===== config.mk =====
export PLATFORM = sky130hd
export DESIGN_NAME = cla_multiword_seq
export DESIGN_NICKNAME = d
export VERILOG_FILES = /design/src/rtl/cla_multiword_seq.sv
export SDC_FILE = /design/constraint.sdc
export NUM_CORES = 1
export LEC_CHECK = 0
export CORE_MARGIN = 1
export CORE_UTILIZATION = 26
export CTS_CLUSTER_DIAMETER = 50
export DETAILED_ROUTE_END_ITERATION = 10
export GPL_ROUTABILITY_DRIVEN = 0
export PLACE_DENSITY_LB_ADDON = 0.3
export SYNTH_ARGS = -nofsm -noshare
export SYNTH_HDL_FRONTEND = slang
export SYNTH_SLANG_ARGS = --single-unit

===== constraint.sdc =====
create_clock -name clk -period 4.3 [get_ports clk]
set_input_delay 0.86 -clock clk [delete_from_list [all_inputs] [get_ports clk]]
set_output_delay 0.86 -clock clk [all_outputs]
set_load 0.05 [all_outputs]

===== src/rtl/cla_multiword_seq.sv =====
// ---------------------------------------------------------------------------
// cla_multiword_seq
//
// Multi-precision add/subtract sequencer. A WORDS x 16-bit operation is
// carried out one 16-bit slice per clock through a single shared
// carry-lookahead adder, least-significant slice first. The carry out of
// each slice is registered and fed into the next slice's carry in, so a
// W-bit operation costs one adder and WORDS cycles.
//
// Ports
//   clk        in   system clock, all state changes on the rising edge
//   reset_n    in   synchronous active-low reset
//   start      in   request; only sampled in IDLE or DONE
//   sub        in   0: a + b + carry_in   1: a - b (carry_in ignored)
//   carry_in   in   initial carry for add
//   a, b       in   W-bit operands
//   busy       out  high while an operation is in flight (RUN)
//   done       out  one-cycle pulse, result valid from this cycle on
//   sum        out  W-bit result, held until overwritten by the next op
//   carry_out  out  carry out of the top slice (for sub: 1 = no borrow)
//   overflow   out  signed two's-complement overflow of the W-bit result
// ---------------------------------------------------------------------------

// ---------------------------------------------------------------------------
// cla_adder16
//
// Purely combinational 16-bit two-level carry-lookahead adder: four 4-bit
// lookahead groups, with a second lookahead level across the groups.
//
// Ports
//   a_i, b_i   in   16-bit addends
//   c_i        in   carry in
//   s_o        out  16-bit sum
//   c_o        out  carry out of bit 15
// ---------------------------------------------------------------------------
module cla_adder16 (
    input  logic [15:0] a_i,
    input  logic [15:0] b_i,
    input  logic        c_i,
    output logic [15:0] s_o,
    output logic        c_o
);

    logic [15:0] g;       // bit generate
    logic [15:0] p;       // bit propagate
    logic [3:0]  grp_g;   // group generate
    logic [3:0]  grp_p;   // group propagate
    logic [4:0]  grp_c;   // carry into each group, grp_c[4] is the carry out
    logic [15:0] c;       // carry into each bit

    assign g = a_i & b_i;
    assign p = a_i ^ b_i;

    // Group generate/propagate for each 4-bit group.
    always_comb begin
        for (int k = 0; k < 4; k++) begin
            grp_g[k] = g[4*k+3]
                     | (p[4*k+3] & g[4*k+2])
                     | (p[4*k+3] & p[4*k+2] & g[4*k+1])
                     | (p[4*k+3] & p[4*k+2] & p[4*k+1] & g[4*k]);
            grp_p[k] = &p[4*k +: 4];
        end
    end

    // Second lookahead level: every group carry is a flat function of c_i.
    assign grp_c[0] = c_i;
    assign grp_c[1] = grp_g[0] | (grp_p[0] & c_i);
    assign grp_c[2] = grp_g[1] | (grp_p[1] & grp_g[0])
                    | (grp_p[1] & grp_p[0] & c_i);
    assign grp_c[3] = grp_g[2] | (grp_p[2] & grp_g[1])
                    | (grp_p[2] & grp_p[1] & grp_g[0])
                    | (grp_p[2] & grp_p[1] & grp_p[0] & c_i);
    assign grp_c[4] = grp_g[3] | (grp_p[3] & grp_g[2])
                    | (grp_p[3] & grp_p[2] & grp_g[1])
                    | (grp_p[3] & grp_p[2] & grp_p[1] & grp_g[0])
                    | (grp_p[3] & grp_p[2] & grp_p[1] & grp_p[0] & c_i);

    // First lookahead level: bit carries inside each group from its group carry.
    always_comb begin
        for (int k = 0; k < 4; k++) begin
            c[4*k]   = grp_c[k];
            c[4*k+1] = g[4*k] | (p[4*k] & grp_c[k]);
            c[4*k+2] = g[4*k+1] | (p[4*k+1] & g[4*k])
                     | (p[4*k+1] & p[4*k] & grp_c[k]);
            c[4*k+3] = g[4*k+2] | (p[4*k+2] & g[4*k+1])
                     | (p[4*k+2] & p[4*k+1] & g[4*k])
                     | (p[4*k+2] & p[4*k+1] & p[4*k] & grp_c[k]);
        end
    end

    assign s_o = p ^ c;
    assign c_o = grp_c[4];

endmodule

module cla_multiword_seq #(
    parameter int WORDS = 4,
    parameter int CW    = ($clog2(WORDS) < 1) ? 1 : $clog2(WORDS)
) (
    input  logic                clk,
    input  logic                reset_n,
    input  logic                start,
    input  logic                sub,
    input  logic                carry_in,
    input  logic [16*WORDS-1:0] a,
    input  logic [16*WORDS-1:0] b,
    output logic                busy,
    output logic                done,
    output logic [16*WORDS-1:0] sum,
    output logic                carry_out,
    output logic                overflow
);

    typedef enum logic [1:0] {
        IDLE = 2'd0,
        RUN  = 2'd1,
        DONE = 2'd2
    } state_e;

    localparam logic [CW-1:0] LAST = CW'(WORDS - 1);

    state_e                     state_q, state_d;
    logic [CW-1:0]              cnt_q, cnt_d;
    logic                       carry_q, carry_d;
    // Operands are latched as slice arrays so the counter indexes them directly.
    // b_q already holds the effective operand (~b for subtract), which makes
    // the latched sub flag redundant once the initial carry has been chosen.
    logic [WORDS-1:0][15:0]     a_q, a_d;
    logic [WORDS-1:0][15:0]     b_q, b_d;
    logic [WORDS-1:0][15:0]     sum_q, sum_d;
    logic                       cout_q, cout_d;
    logic                       ovf_q, ovf_d;

    logic [15:0]                add_s;
    logic                       add_c;

    cla_adder16 u_adder (
        .a_i (a_q[cnt_q]),
        .b_i (b_q[cnt_q]),
        .c_i (carry_q),
        .s_o (add_s),
        .c_o (add_c)
    );

    // NOTE: every signal assigned here gets a default first; a path that
    // leaves one unassigned would infer a latch.
    always_comb begin
        state_d = state_q;
        cnt_d   = cnt_q;
        carry_d = carry_q;
        a_d     = a_q;
        b_d     = b_q;
        sum_d   = sum_q;
        cout_d  = cout_q;
        ovf_d   = ovf_q;

        unique case (state_q)
            IDLE, DONE: begin
                if (start) begin
                    a_d     = a;
                    b_d     = sub ? ~b : b;
                    // Subtract is a + ~b + 1: the +1 enters as the first carry.
                    carry_d = sub ? 1'b1 : carry_in;
                    cnt_d   = '0;
                    state_d = RUN;
                end else begin
                    state_d = IDLE;
                end
            end
            RUN: begin
                sum_d[cnt_q] = add_s;
                carry_d      = add_c;
                cnt_d        = cnt_q + CW'(1);
                if (cnt_q == LAST) begin
                    cout_d  = add_c;
                    // Overflow when both effective operands share a sign that
                    // the result does not.
                    ovf_d   = (a_q[WORDS-1][15] == b_q[WORDS-1][15])
                           && (add_s[15] != a_q[WORDS-1][15]);
                    state_d = DONE;
                end
            end
            default: state_d = IDLE;
        endcase
    end

    // NOTE: state is updated with non-blocking assignments so every register
    // samples the values from before the edge, independent of statement order.
    always_ff @(posedge clk) begin
        if (!reset_n) begin
            state_q <= IDLE;
            cnt_q   <= '0;
            carry_q <= 1'b0;
            a_q     <= '0;
            b_q     <= '0;
            sum_q   <= '0;
            cout_q  <= 1'b0;
            ovf_q   <= 1'b0;
        end else begin
            state_q <= state_d;
            cnt_q   <= cnt_d;
            carry_q <= carry_d;
            a_q     <= a_d;
            b_q     <= b_d;
            sum_q   <= sum_d;
            cout_q  <= cout_d;
            ovf_q   <= ovf_d;
        end
    end

    assign busy      = (state_q == RUN);
    assign done      = (state_q == DONE);
    assign sum       = sum_q;
    assign carry_out = cout_q;
    assign overflow  = ovf_q;

endmodule

Word level (Yosys, flattened, before mapping)
Index checks and enable logic that the tools add are counted.
{ "totals": {"wordCells": 177, "ff_bits": 199, "input_bits": 133} }
{ "op_classes": {"order_cmp": 2, "reduce_logical": 12, "n_bitwise": 122, "muxes": 16, "n_eq_ne": 7, "addsub": 1} }
{ "op_table": {"columns": ["cell", "n"], "rows": [
  ["$and A1 B1 Y1", 72],
  ["$bmux W16 S2", 2],
  ["$bwmux W64", 1],
  ["$mux W64", 1],
  ["$not A64 Y64", 1],
  ["$mux W16", 3],
  ["$or A1 B1 Y1", 46],
  ["$demux W16 S2", 1],
  ["$xor A16 B16 Y16", 2],
  ["$and A16 B16 Y16", 1],
  ["$reduce_and A4 Y1", 4],
  ["$pmux W2 S2", 2],
  ["$reduce_and A2 Y1", 3],
  ["$eq A2 B2 Y1 const B", 2],
  ["$mux W2", 2],
  ["$lt A2 B3 Y1 const B", 1],
  ["$mux W1", 3],
  ["$add A2 B1 Y2 const B", 1],
  ["$eq A2 B1 Y1 const B", 1],
  ["$ge A2 B1 Y1 const B", 1],
  ["$logic_and A1 B1 Y1", 2],
  ["$logic_not A2 Y1", 1],
  ["$ne A2 B1 Y1 const B", 1],
  ["$ne A2 B2 Y1 const B", 1],
  ["other kinds (5)", 5]
]} }

Depth between registers and ports, before layout
{ "depth": {"ltp_word": 16, "depth_mapped": 13, "depth_no_buf": 11} }

Hierarchy
Synthesis repeated with hierarchy kept, for this count alone.
{ "hier_totals": {"cells_unflattened": 1028, "hier_area_um2": 9366.5} }
{ "by_module_without_submodules": {"columns": ["module", "seq_area_each_um2", "n_inst", "cells_each", "area_per_inst_um2"], "rows": [
  ["cla_multiword_seq", 3983.8, 1, 926, 8580.7],
  ["cla_adder16", 0.0, 1, 102, 785.8]
]} }

Worst setup path before layout
Ideal clock, no wire load.
{ "synth_path": {"kind": "reg2reg", "startpoint": "register cnt_q[0]", "endpoint": "register sum_q (netlist bit sum[61])", "setup_slack_ns": 0.427, "t_required_ns": 4.184, "arrival_ns": 3.757, "period_less_slack_ns": 3.873, "stages_incl_launch_ff": 13, "cell_sequence": "dfxtp_1 clkbuf_1 buf_1 mux4_2 ha_1 a21o_1 a21o_1 a221oi_1 nand2_1 fa_1 xnor2_1 nand2_1 o211a_1"} }
{ "synth_via": {"elab_chain_cells": 15, "word_cells_on_any_way": 50, "classes_between": "order compare (2); mux (7); bitwise (37); reduce/logical (4)"} }
{ "synth_lines": {"columns": ["element", "line_no", "source"], "rows": [
  ["from (decl)", "123", "logic [CW-1:0] cnt_q, cnt_d;"],
  ["from (signal assigned)", "201", "cnt_q <= cnt_d;"],
  ["$bmux W16 S2 (on tied branches)", "138, 139", null],
  ["$mux W16 (on tied branches)", "138, 139", null],
  ["$xor A16 B16 Y16 or $and A16 B16 Y16 (tied branches)", "52, 51", null],
  ["$and A1 B1 Y1 (on tied branches)", "58, 59, 60", null],
  ["$or A1 B1 Y1, or another cell as far along", "58", "| (p[4*k+3] & g[4*k+2])"],
  ["$or A1 B1 Y1 or $and A1 B1 Y1 (tied branches)", "59, 60", null],
  ["$or A1 B1 Y1", "60", "| (p[4*k+3] & p[4*k+2] & p[4*k+1] & g[4*k]);"],
  ["$and A1 B1 Y1", "70", "assign grp_c[3] = grp_g[2] | (grp_p[2] & grp_g[1])"],
  ["$or A1 B1 Y1", "70", null],
  ["$or A1 B1 Y1", "71", "| (grp_p[2] & grp_p[1] & grp_g[0])"],
  ["$or A1 B1 Y1", "72", "| (grp_p[2] & grp_p[1] & grp_p[0] & c_i);"],
  ["$and A1 B1 Y1", "82", "c[4*k+1] = g[4*k] | (p[4*k] & grp_c[k]);"],
  ["$or A1 B1 Y1", "82", null],
  ["$xor A16 B16 Y16", "91", "assign s_o = p ^ c;"],
  ["$bwmux W64 (*)", "171", "sum_d[cnt_q] = add_s;"],
  ["to (signal assigned)", "205", "sum_q <= sum_d;"],
  ["to (decl)", "130", "logic [WORDS-1:0][15:0] sum_q, sum_d;"]
]} }
Mark *: on every way between the ends. The rest lies on a longest branch, timed or not. The select of a mux whose other input is x is not followed.
A chain may end at the register's enable or synchronous reset.

Worst setup path after layout
Same ends and word-level chain as after synthesis.

==> results.tsv <==
stage	metric	value	unit
run_status	outcome	finished, final reports clean	
logic_synthesis	synthDistinctLibCells	43	
cts	clock_latency	0.44	ns
timing	final-max-slew-violation-count	0	
setup_path	reg2reg_depth	11	
final_layout	nFillCells	3607	
floorplan	fp-row-count	69	
global_route	grt_pass1_wl	42.99	mm
route	post_drt_wl_per_cell	17.50	um
route	detail_route.vias_per_cell	4.666	
logic_synthesis	yosys_warnings	0	
floorplan	die_x	191.8	um
logic_synthesis	yosysSeqAreaShare	0.4254	
floorplan	dieArea	36780	um2
final_layout	regArea	3986	um2
hold_path	hold_depth	2	
hold_path	hp-class	reg -> reg	
floorplan	start_util	0.2639	
final_layout	drive_above_1_share	0.07686	
setup_path	start_kind	flip-flop	
placement	dpl_cell_area	11780	um2
final_layout	antenna_cells	0	
final_layout	multiInputGateArea	5049	um2
global_route	grt_pass1_vias	7291	
floorplan	io_pins	201	
logic_synthesis	synth.net_count	1162	
global_route	grt_overflow_total	0	
logic_synthesis	synth-async-reset-ratio	0	
cts	clockBufferDepth	2	
cts	path_clk_slew	0.08	ns
route	vias	7615	
timing	skew	0.01372	ns
cts	cts.sinks	199	
flow_run	drv_cap	0	
timing	setup_tns	0	ns
logic_synthesis	yosys-top-cells-count	288 x nand2_1, 199 x dfxtp_1, 93 x a21boi_0, 80 x o211a_1, 71 x clkbuf_1	
final_layout	nets	1315	
final_layout	synthToLayoutAreaGrowth	32.47	%
cts	htreeDepth	4	
hold_path	min_to	a_q[23]$_SDFFE_PN0P_	
timing	hold_viol_final	0	
setup_path	cp_data_required_time	4.63	ns
logic_synthesis	synth_edf_count	0	
cts	post-cts-setup-buffers	0	
pwr	leakage	5.118	nW
logic_synthesis	avgSynthCellArea	9.317	um2
route	routed_wl	28.57	mm
cts	root_buffer	clkbuf_16	
logic_synthesis	synth.area.top_cells	dfxtp_1 43%, nand2_1 12%, o211a_1 8.6%	
logic_synthesis	synth_seq_cells	199	
pwr	max-vdd-ir-drop	0.0002537	V
floorplan	core_area	35480	um2
timing	relSlewSlack	0.3249	
setup_path	criticalPathCategory	reg -> reg	
hold_path	hp-start	a_q[23]$_SDFFE_PN0P_	
global_route	grt_busiest_layer	met2	
cts	numCtsBuffers	17	
global_route	use_met2	0.2520	
logic_synthesis	synthMostInstantiatedCell	nand2_1	
route	drc	0	
global_route	grt_antenna_before_repair	0	
placement	hpwl	21.50	mm
setup_path	regToRegSetupSlack	0.48	ns
setup_path	cp_max_fo	11	
timing	fmax	0.2615	GHz
logic_synthesis	synth_area_leader_cell	dfxtp_1	
cts	holdBufCountCts	0	
global_route	grt_max_degree	156	
cts	cts_tree	yes	
final_layout	finalInstanceArea	12400	um2
setup_path	endpoint_kind	flip-flop	
setup_path	r2r_start	cnt_q[0]$_SDFFE_PN0P_	
global_route	grt_use_met1	0.2136	
setup_path	cp.arrival	4.15	ns
pwr	total_power	0.004610	W
logic_synthesis	syn-cell-area	9364	um2
route	first_pass_iters	5	
timing	worst_pin_slew	1.013	ns
timing	period_share	0.8893	
timing	setup_viol	0	
setup_path	crit_start	cnt_q[0]$_SDFFE_PN0P_	
timing	min_period	3.824	ns
floorplan	die_y	191.8	um
logic_synthesis	ys.flop_type	dfxtp_1	
global_route	grtUsageTotal	0.1570	
placement	port_buffers	200	
pwr	powerDensity	371.6	nW/um2
route	drt_iter0_drc	482	
route	ant_nets	0	
logic_synthesis	synth_top_area_frac	0.4254	
global_route	grt_use_met3	0.02668	
logic_synthesis	syn_inst	1005	
setup_path	r2r_end	sum[61]$_SDFFE_PN0P_	
timing	rsz0062_at_grt	no	
cts	cts_resized	0	
==> logic make-up (layout without fill, tap and decap cells) <==
kind of cell | after synthesis | after routing | share of synthesized area
AOI/OAI and AO/OA | 238 | 238 | 0.2056
adders and majority gates | 24 | 24 | 0.03528
xor gates and xnor gates | 71 | 71 | 0.06641
buffers and inverters | 90 | 256 | 0.03648
DFF | 199 | 199 | 0.4254
muxes | 34 | 34 | 0.07964
and+or+nand+nor | 349 | 349 | 0.1511
==> where the power goes <==
| group | internal (W) | leakage, nW | switching, W |
|---|---|---|---|
| Clock | 0.000927 | 0.304 | 0.000763 |
| Sequential | 0.00195 | 1.63 | 0.0000798 |
| Combinational | 0.000403 | 3.18 | 0.000484 |
==> per-stage QoR <==
step | util | hold WS [ns] | instances | worst slack [ns]
finish | 0.3496 | 0.4660 | 1632 | 0.4761
global route | 0.3496 | 0.4881 | 1632 | 0.1993
CTS | 0.3496 | 0.4713 | 1632 | 0.4888
detailed placement | 0.3321 | 0.4596 | 1600 | 0.4914
global placement | 0.3321 | 0.4535 | 1600 | 0.5957
floorplan | - | 0.4402 | 1005 | 0.4266
==> critical path, cell delays in order (launching register included) <==
cell and delay (ns):
dfxtp_2 0.40, buf_4 0.25, mux4_2 0.58, ha_1 0.47, a21oi_4 0.27, o21ai_0 0.17, a221oi_1 0.40, nand2_1 0.17
fa_1 0.40, xnor2_1 0.36, nand2_1 0.10, o211a_1 0.16
==> sequential cells by signal, indices dropped and copies added, names as in the netlist <==
signal     count
cnt_q          2
b_q           64
carry_out      1
overflow       1
state_q        2
sum           64
carry_q        1
a_q           64
==> layer usage <==
layer | routed length [um] | share of wire
met1 | 13360 | 0.47
met2 | 13320 | 0.47
met3 | 1487 | 0.052
met4 | 400 | 0.014
met5 | 0 | 0
==> worst max-delay path by stage <==
stage / to / slack, ns / depth (start not counted)
2_1_floorplan: sum[61]$_SDFFE_PN0P_ / 0.43 / 12
3_3_place_gp: sum[45]$_SDFFE_PN0P_ / 0.60 / 11
3_5_place_dp: sum[61]$_SDFFE_PN0P_ / 0.49 / 11
4_1_cts: sum[61]$_SDFFE_PN0P_ / 0.49 / 11
5_1_grt: sum[45]$_SDFFE_PN0P_ / 0.20 / 11
6_report: sum[61]$_SDFFE_PN0P_ / 0.48 / 11
==> cell usage in the layout (no fill, tap or decap), types with 2 or more instances in the layout <==
cell,count
nand2b_1,3
clkbuf_16,17
clkdlybuf4s50_1,198
o21bai_1,2
dfxtp_1,197
ha_1,20
o211a_1,80
fa_1,4
xnor2_1,70
nand3_1,21
a21boi_0,93
nor2b_1,5
nand4_1,6
o21ai_0,23
nand2_1,288
inv_8,3
and2_1,8
dfxtp_2,2
buf_12,2
inv_1,9
nor2_1,9
a21oi_1,12
inv_6,4
clkinv_4,2
buf_4,14
o31ai_1,5
clkbuf_8,3
bufinv_16,2
a21o_1,4
nor3_1,2
mux4_2,32
a211oi_1,3
o311ai_0,7
==> final cells by class <==
class / count / share of cell area
Sequential cell: 199 / 0.3214
Multi-Input combinational cell: 716 / 0.4070
Inverter: 9 / 0.002723
Clock buffer: 20 / 0.03762
Tap cell: 461 / 0.04650
Clock inverter: 12 / 0.01241
Timing Repair Buffer: 215 / 0.1724
(Power assumes the default switching activity.)
